## config.mk

```make
export PLATFORM = sky130hd
export DESIGN_NAME = axi_bram2axi_flat
export DESIGN_NICKNAME = d
export VERILOG_FILES = /design/src/rtl/axi_pkg.sv /design/src/rtl/axi_bram2axi_if.sv /design/src/rtl/axi_bram2axis_rd.sv /design/src/rtl/axi_bram2axi.sv /design/src/flat_wrapper.sv
export SDC_FILE = /design/constraint.sdc
export NUM_CORES = 2
export LEC_CHECK = 0
export CAP_MARGIN = 20
export CORE_MARGIN = 8
export CORE_UTILIZATION = 59
export CTS_CLUSTER_DIAMETER = 80
export DETAILED_ROUTE_END_ITERATION = 7
export PLACE_DENSITY = 0.84
export SYNTH_ARGS = -nofsm -noshare
export SYNTH_HDL_FRONTEND = slang
export SYNTH_HIERARCHICAL = 1
export SYNTH_SLANG_ARGS = --single-unit
export TNS_END_PERCENT = 100
```

## constraint.sdc

```tcl
create_clock -name clk -period 21.2 [get_ports clk]
set_clock_uncertainty 0.05 [all_clocks]
set_input_delay 6.36 -clock clk [delete_from_list [all_inputs] [get_ports clk]]
set_output_delay 6.36 -clock clk [all_outputs]
set_load 0.05 [all_outputs]
```

## src/rtl/axi_pkg.sv

```systemverilog
// Shared AXI definitions: response codes, 4KB burst boundary and the BRAM-to-AXI FSM states.
package axi_pkg;

   typedef enum logic [1:0] {
      RESP_OKAY   = 2'b00,
      RESP_EXOKAY = 2'b01,
      RESP_SLVERR = 2'b10,
      RESP_DECERR = 2'b11
   } axi_resp_e;

   localparam int unsigned BOUNDARY_4K = 4096;

   typedef enum logic [1:0] {
      ST_IDLE,
      ST_RUN,
      ST_DRAIN,
      ST_DONE
   } b2a_state_e;

endpackage

```

## src/rtl/axi_bram2axi_if.sv

```systemverilog
// AXI4 write-channel bundle (AW/W/B) between the BRAM-to-AXI engine and host memory.
interface axi_bram2axi_if #(
   parameter int unsigned ADDR_W = 64,
   parameter int unsigned DATA_W = 128
);
   logic                  awvalid;
   logic                  awready;
   logic [ADDR_W-1:0]     awaddr;
   logic [7:0]            awlen;
   logic                  wvalid;
   logic                  wready;
   logic [DATA_W-1:0]     wdata;
   logic [DATA_W/8-1:0]   wstrb;
   logic                  wlast;
   logic                  bvalid;
   logic                  bready;
   logic [1:0]            bresp;

   modport master (
      output awvalid, awaddr, awlen, wvalid, wdata, wstrb, wlast, bready,
      input  awready, wready, bvalid, bresp
   );

   modport slave (
      input  awvalid, awaddr, awlen, wvalid, wdata, wstrb, wlast, bready,
      output awready, wready, bvalid, bresp
   );
endinterface

```

## src/rtl/axi_bram2axis_rd.sv

```systemverilog
// BRAM prefetch reader: issues sequential reads from word 0, absorbs fixed read latency,
// buffers words in a small FIFO and presents them as a valid/ready stream.
module axi_bram2axis_rd
   import axi_pkg::*;
#(
   parameter int unsigned ADDR_W     = 32,
   parameter int unsigned DATA_W     = 128,
   parameter int unsigned XW         = 32,
   parameter int unsigned DELAY      = 2,
   parameter int unsigned DEPTH      = 8
) (
   input  logic              clk,
   input  logic              rst,
   input  logic              load,
   input  logic [XW-1:0]     load_beats,
   input  logic              bram_ready,
   output logic              rden,
   output logic [ADDR_W-1:0] rdaddr,
   input  logic [DATA_W-1:0] rddata,
   output logic              m_valid,
   output logic [DATA_W-1:0] m_data,
   input  logic              m_ready
);
   localparam int unsigned CNT_W = $clog2(DEPTH + 1);
   localparam int unsigned PTR_W = (DEPTH > 1) ? $clog2(DEPTH) : 1;

   logic [XW-1:0]     reads_left;
   logic [ADDR_W-1:0] rd_addr;
   logic [CNT_W-1:0]  pend;
   logic [CNT_W-1:0]  fifo_cnt;
   logic [DELAY-1:0]  pipe;
   logic [PTR_W-1:0]  wr_ptr;
   logic [PTR_W-1:0]  rd_ptr;
   logic [DATA_W-1:0] mem [DEPTH];
   logic              push;
   logic              pop;
   logic              rden_c;

   // Reads in flight are reserved FIFO slots, so the buffer can never overflow.
   assign rden_c  = bram_ready && (reads_left != '0) &&
                    (((CNT_W+1)'(fifo_cnt) + (CNT_W+1)'(pend)) < (CNT_W+1)'(DEPTH));
   assign push    = pipe[DELAY-1];
   assign pop     = m_ready && (fifo_cnt != '0);
   assign rden    = rden_c;
   assign rdaddr  = rd_addr;
   assign m_valid = (fifo_cnt != '0);
   assign m_data  = mem[rd_ptr];

   always_ff @(posedge clk or posedge rst) begin
      if (rst) begin
         reads_left <= '0;
         rd_addr    <= '0;
         pend       <= '0;
         fifo_cnt   <= '0;
         pipe       <= '0;
         wr_ptr     <= '0;
         rd_ptr     <= '0;
      end else if (load) begin
         reads_left <= load_beats;
         rd_addr    <= '0;
         pend       <= '0;
         fifo_cnt   <= '0;
         pipe       <= '0;
         wr_ptr     <= '0;
         rd_ptr     <= '0;
      end else begin
         if (rden_c) begin
            reads_left <= reads_left - XW'(1);
            rd_addr    <= rd_addr + ADDR_W'(1);
         end
         pipe     <= (pipe << 1) | DELAY'(rden_c);
         pend     <= pend + CNT_W'(rden_c) - CNT_W'(push);
         fifo_cnt <= fifo_cnt + CNT_W'(push) - CNT_W'(pop);
         if (push) wr_ptr <= (wr_ptr == PTR_W'(DEPTH-1)) ? '0 : wr_ptr + PTR_W'(1);
         if (pop)  rd_ptr <= (rd_ptr == PTR_W'(DEPTH-1)) ? '0 : rd_ptr + PTR_W'(1);
      end
   end

   always_ff @(posedge clk) begin
      if (push) mem[wr_ptr] <= rddata;
   end
endmodule

```

## src/rtl/axi_bram2axi.sv

```systemverilog
// Streams BRAM words 0..beats-1 to host memory as 4KB-safe AXI4 write bursts.
// Optional AXI_B2A_BRESP_CHK_EN: sticky o_b2a_error on any non-OKAY write response.
module axi_bram2axi
   import axi_pkg::*;
#(
   parameter int unsigned AXI_ADDR_WIDTH      = 64,
   parameter int unsigned AXI_DATA_WIDTH      = 128,
   parameter int unsigned AXI_XFER_SIZE_WIDTH = 32,
   parameter int unsigned BRAM_ADDR_WIDTH     = 32,
   parameter int unsigned BRAM_DATA_WIDTH     = 128,
   parameter int unsigned BRAM_DELAY          = 2,
   parameter int unsigned MAX_BURST_LEN       = 64,
   parameter int unsigned MAX_OUTSTANDING     = 4,
   parameter int unsigned FIFO_DEPTH          = 8
) (
   input  logic                           clk,
   input  logic                           rst,
   input  logic                           i_b2a_start,
   output logic                           o_b2a_done,
   output logic                           o_b2a_busy,
   input  logic                           i_b2a_ready,
   input  logic [AXI_ADDR_WIDTH-1:0]      i_b2a_data_addr,
   input  logic [AXI_XFER_SIZE_WIDTH-1:0] i_b2a_data_size_bytes,
   output logic                           o_b2a_error,
   axi_bram2axi_if.master                 axi,
   output logic                           o_b2a_rden,
   output logic [BRAM_ADDR_WIDTH-1:0]     o_b2a_rdaddr,
   input  logic [BRAM_DATA_WIDTH-1:0]     i_b2a_rddata
);
   localparam int unsigned BYTES   = AXI_DATA_WIDTH / 8;
   localparam int unsigned BYTE_SH = $clog2(BYTES);
   localparam int unsigned XW      = AXI_XFER_SIZE_WIDTH;
   localparam int unsigned AW      = AXI_ADDR_WIDTH;

   b2a_state_e           state;
   logic                 busy_q, done_q, bready_q;
   logic [AW-1:0]        aw_addr, w_addr, awaddr_q;
   logic [XW-1:0]        aw_left, w_left, aw_cnt, b_cnt, w_bursts;
   logic [7:0]           awlen_q;
   logic                 awvalid_q;
   logic                 w_active;
   logic [8:0]           w_len, w_cnt;
   logic                 wvalid_q, wlast_q;
   logic [BRAM_DATA_WIDTH-1:0] wdata_q;
   logic [BYTES-1:0]     wstrb_q, last_strb;
   logic                 fifo_valid;
   logic [BRAM_DATA_WIDTH-1:0] fifo_data;

   // Beats in the next burst: capped by max length, remaining beats and the 4KB page end.
   function automatic logic [8:0] calc_len(input logic [AW-1:0] a, input logic [XW-1:0] left);
      logic [12:0] to_bound;
      logic [12:0] bnd_beats;
      logic [8:0]  len;
      to_bound  = 13'(BOUNDARY_4K) - {1'b0, a[11:0]};
      bnd_beats = to_bound >> BYTE_SH;
      len       = 9'(MAX_BURST_LEN);
      if (left < XW'(len)) len = 9'(left);
      if (bnd_beats < 13'(len)) len = 9'(bnd_beats);
      return len;
   endfunction

   logic [XW-1:0]        beats_c;
   logic [BYTE_SH-1:0]   rem_c;
   logic [BYTES-1:0]     last_strb_c;
   logic                 start_ok, load_c;
   logic [8:0]           aw_len_c, w_len_c, w_idx_c;
   logic                 w_last_c, w_ok_c, w_ld_c, aw_go_c, aw_hs, b_hs;
   logic [XW-1:0]        outst_c;

   assign beats_c     = XW'(({1'b0, i_b2a_data_size_bytes} + (XW+1)'(BYTES-1)) >> BYTE_SH);
   assign rem_c       = i_b2a_data_size_bytes[BYTE_SH-1:0];
   assign last_strb_c = (rem_c == '0) ? '1 : ~({BYTES{1'b1}} << rem_c);
   assign start_ok    = (state == ST_IDLE) && i_b2a_start;
   assign load_c      = start_ok && (i_b2a_data_size_bytes != '0);

   assign aw_len_c = calc_len(aw_addr, aw_left);
   assign outst_c  = aw_cnt - b_cnt;
   assign aw_go_c  = (state == ST_RUN) && !awvalid_q && (aw_left != '0) &&
                     (outst_c < XW'(MAX_OUTSTANDING));
   assign aw_hs    = awvalid_q && axi.awready;
   assign b_hs     = axi.bvalid && bready_q;

   // W side replays the same split so wlast lines up with the issued AW lengths.
   assign w_len_c  = w_active ? w_len : calc_len(w_addr, w_left);
   assign w_idx_c  = w_active ? w_cnt : 9'd0;
   assign w_last_c = ((w_idx_c + 9'd1) == w_len_c);
   assign w_ok_c   = w_active || (w_bursts < aw_cnt);
   assign w_ld_c   = (state == ST_RUN) && (!wvalid_q || axi.wready) && fifo_valid &&
                     w_ok_c && (w_left != '0);

   axi_bram2axis_rd #(
      .ADDR_W (BRAM_ADDR_WIDTH),
      .DATA_W (BRAM_DATA_WIDTH),
      .XW     (XW),
      .DELAY  (BRAM_DELAY),
      .DEPTH  (FIFO_DEPTH)
   ) u_rd (
      .clk        (clk),
      .rst        (rst),
      .load       (load_c),
      .load_beats (beats_c),
      .bram_ready (i_b2a_ready),
      .rden       (o_b2a_rden),
      .rdaddr     (o_b2a_rdaddr),
      .rddata     (i_b2a_rddata),
      .m_valid    (fifo_valid),
      .m_data     (fifo_data),
      .m_ready    (w_ld_c)
   );

   always_ff @(posedge clk or posedge rst) begin
      if (rst) begin
         state     <= ST_IDLE;
         busy_q    <= 1'b0;
         done_q    <= 1'b0;
         bready_q  <= 1'b0;
         aw_addr   <= '0;
         w_addr    <= '0;
         awaddr_q  <= '0;
         aw_left   <= '0;
         w_left    <= '0;
         aw_cnt    <= '0;
         b_cnt     <= '0;
         w_bursts  <= '0;
         awlen_q   <= '0;
         awvalid_q <= 1'b0;
         w_active  <= 1'b0;
         w_len     <= '0;
         w_cnt     <= '0;
         wvalid_q  <= 1'b0;
         wlast_q   <= 1'b0;
         wdata_q   <= '0;
         wstrb_q   <= '0;
         last_strb <= '0;
      end else begin
         done_q <= 1'b0;
         if (aw_hs) begin
            awvalid_q <= 1'b0;
            aw_cnt    <= aw_cnt + XW'(1);
         end
         if (aw_go_c) begin
            awvalid_q <= 1'b1;
            awaddr_q  <= aw_addr;
            awlen_q   <= 8'(aw_len_c - 9'd1);
            aw_addr   <= aw_addr + (AW'(aw_len_c) << BYTE_SH);
            aw_left   <= aw_left - XW'(aw_len_c);
         end
         if (w_ld_c) begin
            wvalid_q <= 1'b1;
            wdata_q  <= fifo_data;
            wlast_q  <= w_last_c;
            wstrb_q  <= (w_left == XW'(1)) ? last_strb : '1;
            w_left   <= w_left - XW'(1);
            if (!w_active) begin
               w_len    <= w_len_c;
               w_bursts <= w_bursts + XW'(1);
               w_addr   <= w_addr + (AW'(w_len_c) << BYTE_SH);
            end
            w_active <= !w_last_c;
            w_cnt    <= w_last_c ? 9'd0 : w_idx_c + 9'd1;
         end else if (wvalid_q && axi.wready) begin
            wvalid_q <= 1'b0;
         end
         if (b_hs) b_cnt <= b_cnt + XW'(1);

         case (state)
            ST_IDLE: begin
               if (i_b2a_start) begin
                  busy_q    <= 1'b1;
                  bready_q  <= 1'b1;
                  aw_addr   <= i_b2a_data_addr;
                  w_addr    <= i_b2a_data_addr;
                  aw_left   <= beats_c;
                  w_left    <= beats_c;
                  aw_cnt    <= '0;
                  b_cnt     <= '0;
                  w_bursts  <= '0;
                  w_active  <= 1'b0;
                  w_cnt     <= '0;
                  last_strb <= last_strb_c;
                  if (i_b2a_data_size_bytes == '0) begin
                     state  <= ST_DONE;
                     done_q <= 1'b1;
                  end else begin
                     state  <= ST_RUN;
                  end
               end
            end
            ST_RUN: begin
               if ((aw_left == '0) && !awvalid_q && (w_left == '0) && !wvalid_q)
                  state <= ST_DRAIN;
            end
            ST_DRAIN: begin
               if (b_cnt == aw_cnt) begin
                  state  <= ST_DONE;
                  done_q <= 1'b1;
               end
            end
            ST_DONE: begin
               state    <= ST_IDLE;
               busy_q   <= 1'b0;
               bready_q <= 1'b0;
            end
            default: state <= ST_IDLE;
         endcase
      end
   end

`ifdef AXI_B2A_BRESP_CHK_EN
   logic error_q;
   always_ff @(posedge clk or posedge rst) begin
      if (rst)                                    error_q <= 1'b0;
      else if (start_ok)                          error_q <= 1'b0;
      else if (b_hs && (axi.bresp != RESP_OKAY))  error_q <= 1'b1;
   end
   assign o_b2a_error = error_q;
`else
   logic unused_bresp;
   assign unused_bresp = ^axi.bresp;
   assign o_b2a_error  = 1'b0;
`endif

   assign o_b2a_done  = done_q;
   assign o_b2a_busy  = busy_q;
   assign axi.awvalid = awvalid_q;
   assign axi.awaddr  = awaddr_q;
   assign axi.awlen   = awlen_q;
   assign axi.wvalid  = wvalid_q;
   assign axi.wdata   = wdata_q;
   assign axi.wstrb   = wstrb_q;
   assign axi.wlast   = wlast_q;
   assign axi.bready  = bready_q;
endmodule

```

## src/flat_wrapper.sv

```systemverilog
// flat-port wrapper written by rule: the top's interface ports become plain ports
module axi_bram2axi_flat import axi_pkg::*;
#(
   parameter int unsigned AXI_ADDR_WIDTH      = 64,
   parameter int unsigned AXI_DATA_WIDTH      = 128,
   parameter int unsigned AXI_XFER_SIZE_WIDTH = 32,
   parameter int unsigned BRAM_ADDR_WIDTH     = 32,
   parameter int unsigned BRAM_DATA_WIDTH     = 128,
   parameter int unsigned BRAM_DELAY          = 2,
   parameter int unsigned MAX_BURST_LEN       = 64,
   parameter int unsigned MAX_OUTSTANDING     = 4,
   parameter int unsigned FIFO_DEPTH          = 8
)
  (clk, rst, i_b2a_start, o_b2a_done, o_b2a_busy, i_b2a_ready, i_b2a_data_addr, i_b2a_data_size_bytes, o_b2a_error, o_b2a_rden, o_b2a_rdaddr, i_b2a_rddata, axi_awvalid, axi_awaddr, axi_awlen, axi_wvalid, axi_wdata, axi_wstrb, axi_wlast, axi_bready, axi_awready, axi_wready, axi_bvalid, axi_bresp);
  axi_bram2axi_if #(.ADDR_W(64), .DATA_W(128)) axi_i ();
  input  logic clk;
  input  logic rst;
  input  logic i_b2a_start;
  output logic o_b2a_done;
  output logic o_b2a_busy;
  input  logic i_b2a_ready;
  input  logic [AXI_ADDR_WIDTH-1:0] i_b2a_data_addr;
  input  logic [AXI_XFER_SIZE_WIDTH-1:0] i_b2a_data_size_bytes;
  output logic o_b2a_error;
  output logic o_b2a_rden;
  output logic [BRAM_ADDR_WIDTH-1:0] o_b2a_rdaddr;
  input  logic [BRAM_DATA_WIDTH-1:0] i_b2a_rddata;
  output wire logic [$bits(axi_i.awvalid)-1:0] axi_awvalid;
  output wire logic [$bits(axi_i.awaddr)-1:0] axi_awaddr;
  output wire logic [$bits(axi_i.awlen)-1:0] axi_awlen;
  output wire logic [$bits(axi_i.wvalid)-1:0] axi_wvalid;
  output wire logic [$bits(axi_i.wdata)-1:0] axi_wdata;
  output wire logic [$bits(axi_i.wstrb)-1:0] axi_wstrb;
  output wire logic [$bits(axi_i.wlast)-1:0] axi_wlast;
  output wire logic [$bits(axi_i.bready)-1:0] axi_bready;
  input wire logic [$bits(axi_i.awready)-1:0] axi_awready;
  input wire logic [$bits(axi_i.wready)-1:0] axi_wready;
  input wire logic [$bits(axi_i.bvalid)-1:0] axi_bvalid;
  input wire logic [$bits(axi_i.bresp)-1:0] axi_bresp;
  assign axi_awvalid = axi_i.awvalid;
  assign axi_awaddr = axi_i.awaddr;
  assign axi_awlen = axi_i.awlen;
  assign axi_wvalid = axi_i.wvalid;
  assign axi_wdata = axi_i.wdata;
  assign axi_wstrb = axi_i.wstrb;
  assign axi_wlast = axi_i.wlast;
  assign axi_bready = axi_i.bready;
  assign axi_i.awready = axi_awready;
  assign axi_i.wready = axi_wready;
  assign axi_i.bvalid = axi_bvalid;
  assign axi_i.bresp = axi_bresp;
  axi_bram2axi #(.AXI_ADDR_WIDTH(AXI_ADDR_WIDTH), .AXI_DATA_WIDTH(AXI_DATA_WIDTH), .AXI_XFER_SIZE_WIDTH(AXI_XFER_SIZE_WIDTH), .BRAM_ADDR_WIDTH(BRAM_ADDR_WIDTH), .BRAM_DATA_WIDTH(BRAM_DATA_WIDTH), .BRAM_DELAY(BRAM_DELAY), .MAX_BURST_LEN(MAX_BURST_LEN), .MAX_OUTSTANDING(MAX_OUTSTANDING), .FIFO_DEPTH(FIFO_DEPTH)) u_core (.clk(clk), .rst(rst), .i_b2a_start(i_b2a_start), .o_b2a_done(o_b2a_done), .o_b2a_busy(o_b2a_busy), .i_b2a_ready(i_b2a_ready), .i_b2a_data_addr(i_b2a_data_addr), .i_b2a_data_size_bytes(i_b2a_data_size_bytes), .o_b2a_error(o_b2a_error), .axi(axi_i), .o_b2a_rden(o_b2a_rden), .o_b2a_rdaddr(o_b2a_rdaddr), .i_b2a_rddata(i_b2a_rddata));
endmodule
```

==> run metrics <==
Max Slew Vio Count 0; post-synthesis register bit count 1594; Required @ worst endpoint 14.79 ns; Synth Instances 5173; CTS Buf Count between 150 and 200; fraction of power consumed by the clock network 0.284; Post-synth EDFFs just over 1000; min setup slack post-route 5.28 ns; most frequent cells in the layout edfxtp_1, nand2_1, dfrtp_1, clkdlybuf4s50_1, nor2_1; crit-path max cell delay roughly 0.87 ns; HP Class reg2reg; Worst Tran Pin Value about 1.4 ns; Seq pwr share 0.394; DR DRC count 0; ys flop type edfxtp_1; Root Driver clkbuf_16; crit path cell chain clkdlybuf4s50_1 > or4b_1 > a21oi_1 > o31ai_2 > clkinv_1 > clkdlybuf4s50_1; Leak Pwr ~30 nW; Starting Density 0.593; fillers approximately 7600; clock buffer depth 3; Via Count approximately 47000; number of global-route vias before repair ~47000; Finish-stage setup viols 0; Seq/Total Area, Yosys 0.635; Int Power 6.79 mW; max-slew headroom at the worst pin 0.0696; most frequent cell on the critical path clkdlybuf4s50_1; routed wire length 190000 µm; status complete, no violations; Fin Setup TNS 0 ns; DR WL/cell ~26 µm; first-pass GRT wire length 288000 µm; TritonCTS clock tree built; switch share 0.355; Psw about 3.7 mW; initial antenna violation count 28; share of power burned in combinational logic 0.322; RePlAce Congestion about 0.9; crit path DAT 9.51 ns; Max-cap violations 0; cts hold-fix bufs 0; Slowest cell on crit path clkdlybuf4s50_1; Final nets approximately 6000; core footprint roughly 0.12 mm²; Setup crit start kind primary input; final hold violations 0; port bufs 485; Rows between 100 and 150; Avg Cell Area, Syn between 10 and 15 µm²; mapped cell area just over 0.07 mm²; share of cells above drive strength 1 0.148; Final HPWL DP approximately 110000 µm; Die X 363 µm; total congestion overflow 0; cell taking the most area after synthesis edfxtp_1; pre-CTS setup slack ~5.3 ns; Tot GR Track Use 0.284; final period utilization 0.751; first drt pass iteration count 6; commonest non-fill, non-tap cell in the layout edfxtp_1; Area Overhead vs Synth 17.2%; clk_lat worst skew 0.80 ns; Worst VDD drop between 100 and 150 µV; I/O pins about 500; post-CTS setup buffers 0; f_max 62.8 MHz; Die ar. roughly 0.13 mm²; Sink Count roughly 1600; Ys Warns 6; RSZ-0062 raised after global routing false; DRT iter0 DRCs just over 5000; top cells by area, synth edfxtp_1, dfrtp_1, mux4_2, nand2_1, mux2_2; Tmin final roughly 16 ns; pin count of the biggest net entering global routing ~180; Synth async-reset ratio 0.358; Synth top area share 0.434; distinct cell type count after synthesis 105; vias per cell about 6.3; Worst setup EP type output pin; worst-path fanout max 10; Cell Pwr Density approximately 130 mW/mm²; H-tree depth 4; Setup CP Type in2out; Die Y between 300 and 400 µm; Resized cells post-CTS 0; antenna-violating nets left 0; Clock transition at path regs around 0.06 ns
[worst max-delay path: cells and delay by family]
family | cells | cell delay, ns
buffers and inverters | 3 | 1.67
and+or+nand+nor | 1 | 0.48
AOI/OAI and AO/OA | 2 | 0.97
[power by group through the flow]
stage / Sequential (mW) / Combinational, mW / Clock [mW]
2_1_floorplan: 4.52 / 1.95 / 0
3_5_place_dp: 4.18 / 3.26 / 0
4_1_cts: 4.14 / 3.34 / 3.02
5_1_grt: 4.20 / 3.62 / 3.14
6_report: 4.15 / 3.39 / 2.99
3_3_place_gp: 4.15 / 3.16 / 0
[synth_stat cells, types with 10 or more instances]
library cell  count
mux2i_1          22
ha_1            124
or2_2            12
o21a_1           18
nor2_1          297
and3_1           46
buf_2            19
clkbuf_1        194
nor4_1           83
a21oi_1         175
a31oi_1          46
nor2b_1          25
mux2_2          203
xor2_1           45
o31ai_1          33
a21o_1           36
o21ai_0         179
o211ai_1         11
or3_1            69
nand2b_1         22
nor3_1          103
a211oi_1         13
xnor2_1         245
dfrtp_1         570
or4_1            46
mux4_2          256
buf_1            34
and2_1           25
and4_1           19
o21ai_1          13
inv_1           149
nor4_2           10
nand3_1          86
edfxtp_1       1024
nand2_1         691
nand4_1          57
[kinds of logic (layout without fill, tap and decap cells)]
| logic type | Yosys count | after routing | synth area share |
|---|---|---|---|
| AO/OA/AOI/OAI | 630 | 630 | 0.0555 |
| XOR/XNOR | 290 | 290 | 0.0358 |
| adder cells (fa/ha/maj) | 132 | 132 | 0.0235 |
| buffers and inverters | 406 | 988 | 0.0224 |
| flip-flops | 1594 | 1594 | 0.635 |
| multiplexers | 481 | 481 | 0.117 |
| other | 2 | 26 | 0.000106 |
| AND/OR/NAND/NOR | 1638 | 1638 | 0.111 |
[state kept, by name (all words and copies together) (netlist names), 32 cells and up]
register,count
u_core/aw_addr,61
u_core/aw_cnt,32
u_core/aw_left,32
u_core/axi.awaddr,64
u_core/axi.wdata,128
u_core/b_cnt,32
u_core/u_rd/mem,1024
u_core/u_rd/rdaddr,32
u_core/u_rd/reads_left,32
u_core/w_bursts,32
u_core/w_left,32
[layer usage]
metal / share of wire / global-route usage / vias to the layer above / wire (µm)
met2: 0.50 / 0.482 / 2594 / 95300
met5: 0.00078 / 0 / - / 148
li1: - / - / 20200 / -
met3: 0.091 / 0.0614 / 464 / 17200
met4: 0.040 / 0.113 / 20 / 7540
met1: 0.37 / 0.357 / 23600 / 70000
[final timing paths]
path                                startpoint                     end  slack, ns  depth (start not counted)
max in group asynchronous                  rst     u_core/axi.wdata[4]      12.72                          4
min in group asynchronous                  rst  u_core/u_rd/rdaddr[29]       5.96                          2
hold reg to reg            u_core/last_strb[0]     u_core/last_strb[0]       0.41                          1
setup reg to reg             u_core/w_left[25]       u_core/w_addr[11]      13.64                         28
setup / recovery                   i_b2a_ready              o_b2a_rden       5.28                          6
hold / removal             u_core/last_strb[0]     u_core/last_strb[0]       0.41                          1
[per-stage QoR]
step,power (mW),std cells,hold slack [ns],cell area (µm²),utilization
global route,11.0,7385,0.423,83100,0.695
detailed placement,7.44,7067,0.398,77300,0.647
floorplan,6.47,5179,0.379,70900,-
CTS,10.5,7369,0.415,82900,0.694
global placement,7.31,7066,0.395,77300,0.647
finish,10.5,7391,0.413,83100,0.695
[area by class of cell]
| class | count | area, µm² | share of cell area |
|---|---|---|---|
| Antenna cell | 18 | 45.0 | 0.000542 |
| Clock buffer | 222 | 4650 | 0.0560 |
| Clock inverter | 80 | 956 | 0.0115 |
| Inverter | 152 | 584 | 0.00703 |
| Multi-Input combinational cell | 3179 | 24400 | 0.294 |
| Sequential cell | 1594 | 45000 | 0.542 |
| Tap cell | 1612 | 2020 | 0.0243 |
| Timing Repair Buffer | 534 | 5410 | 0.0651 |
Power figures use the tool's default switching activity.
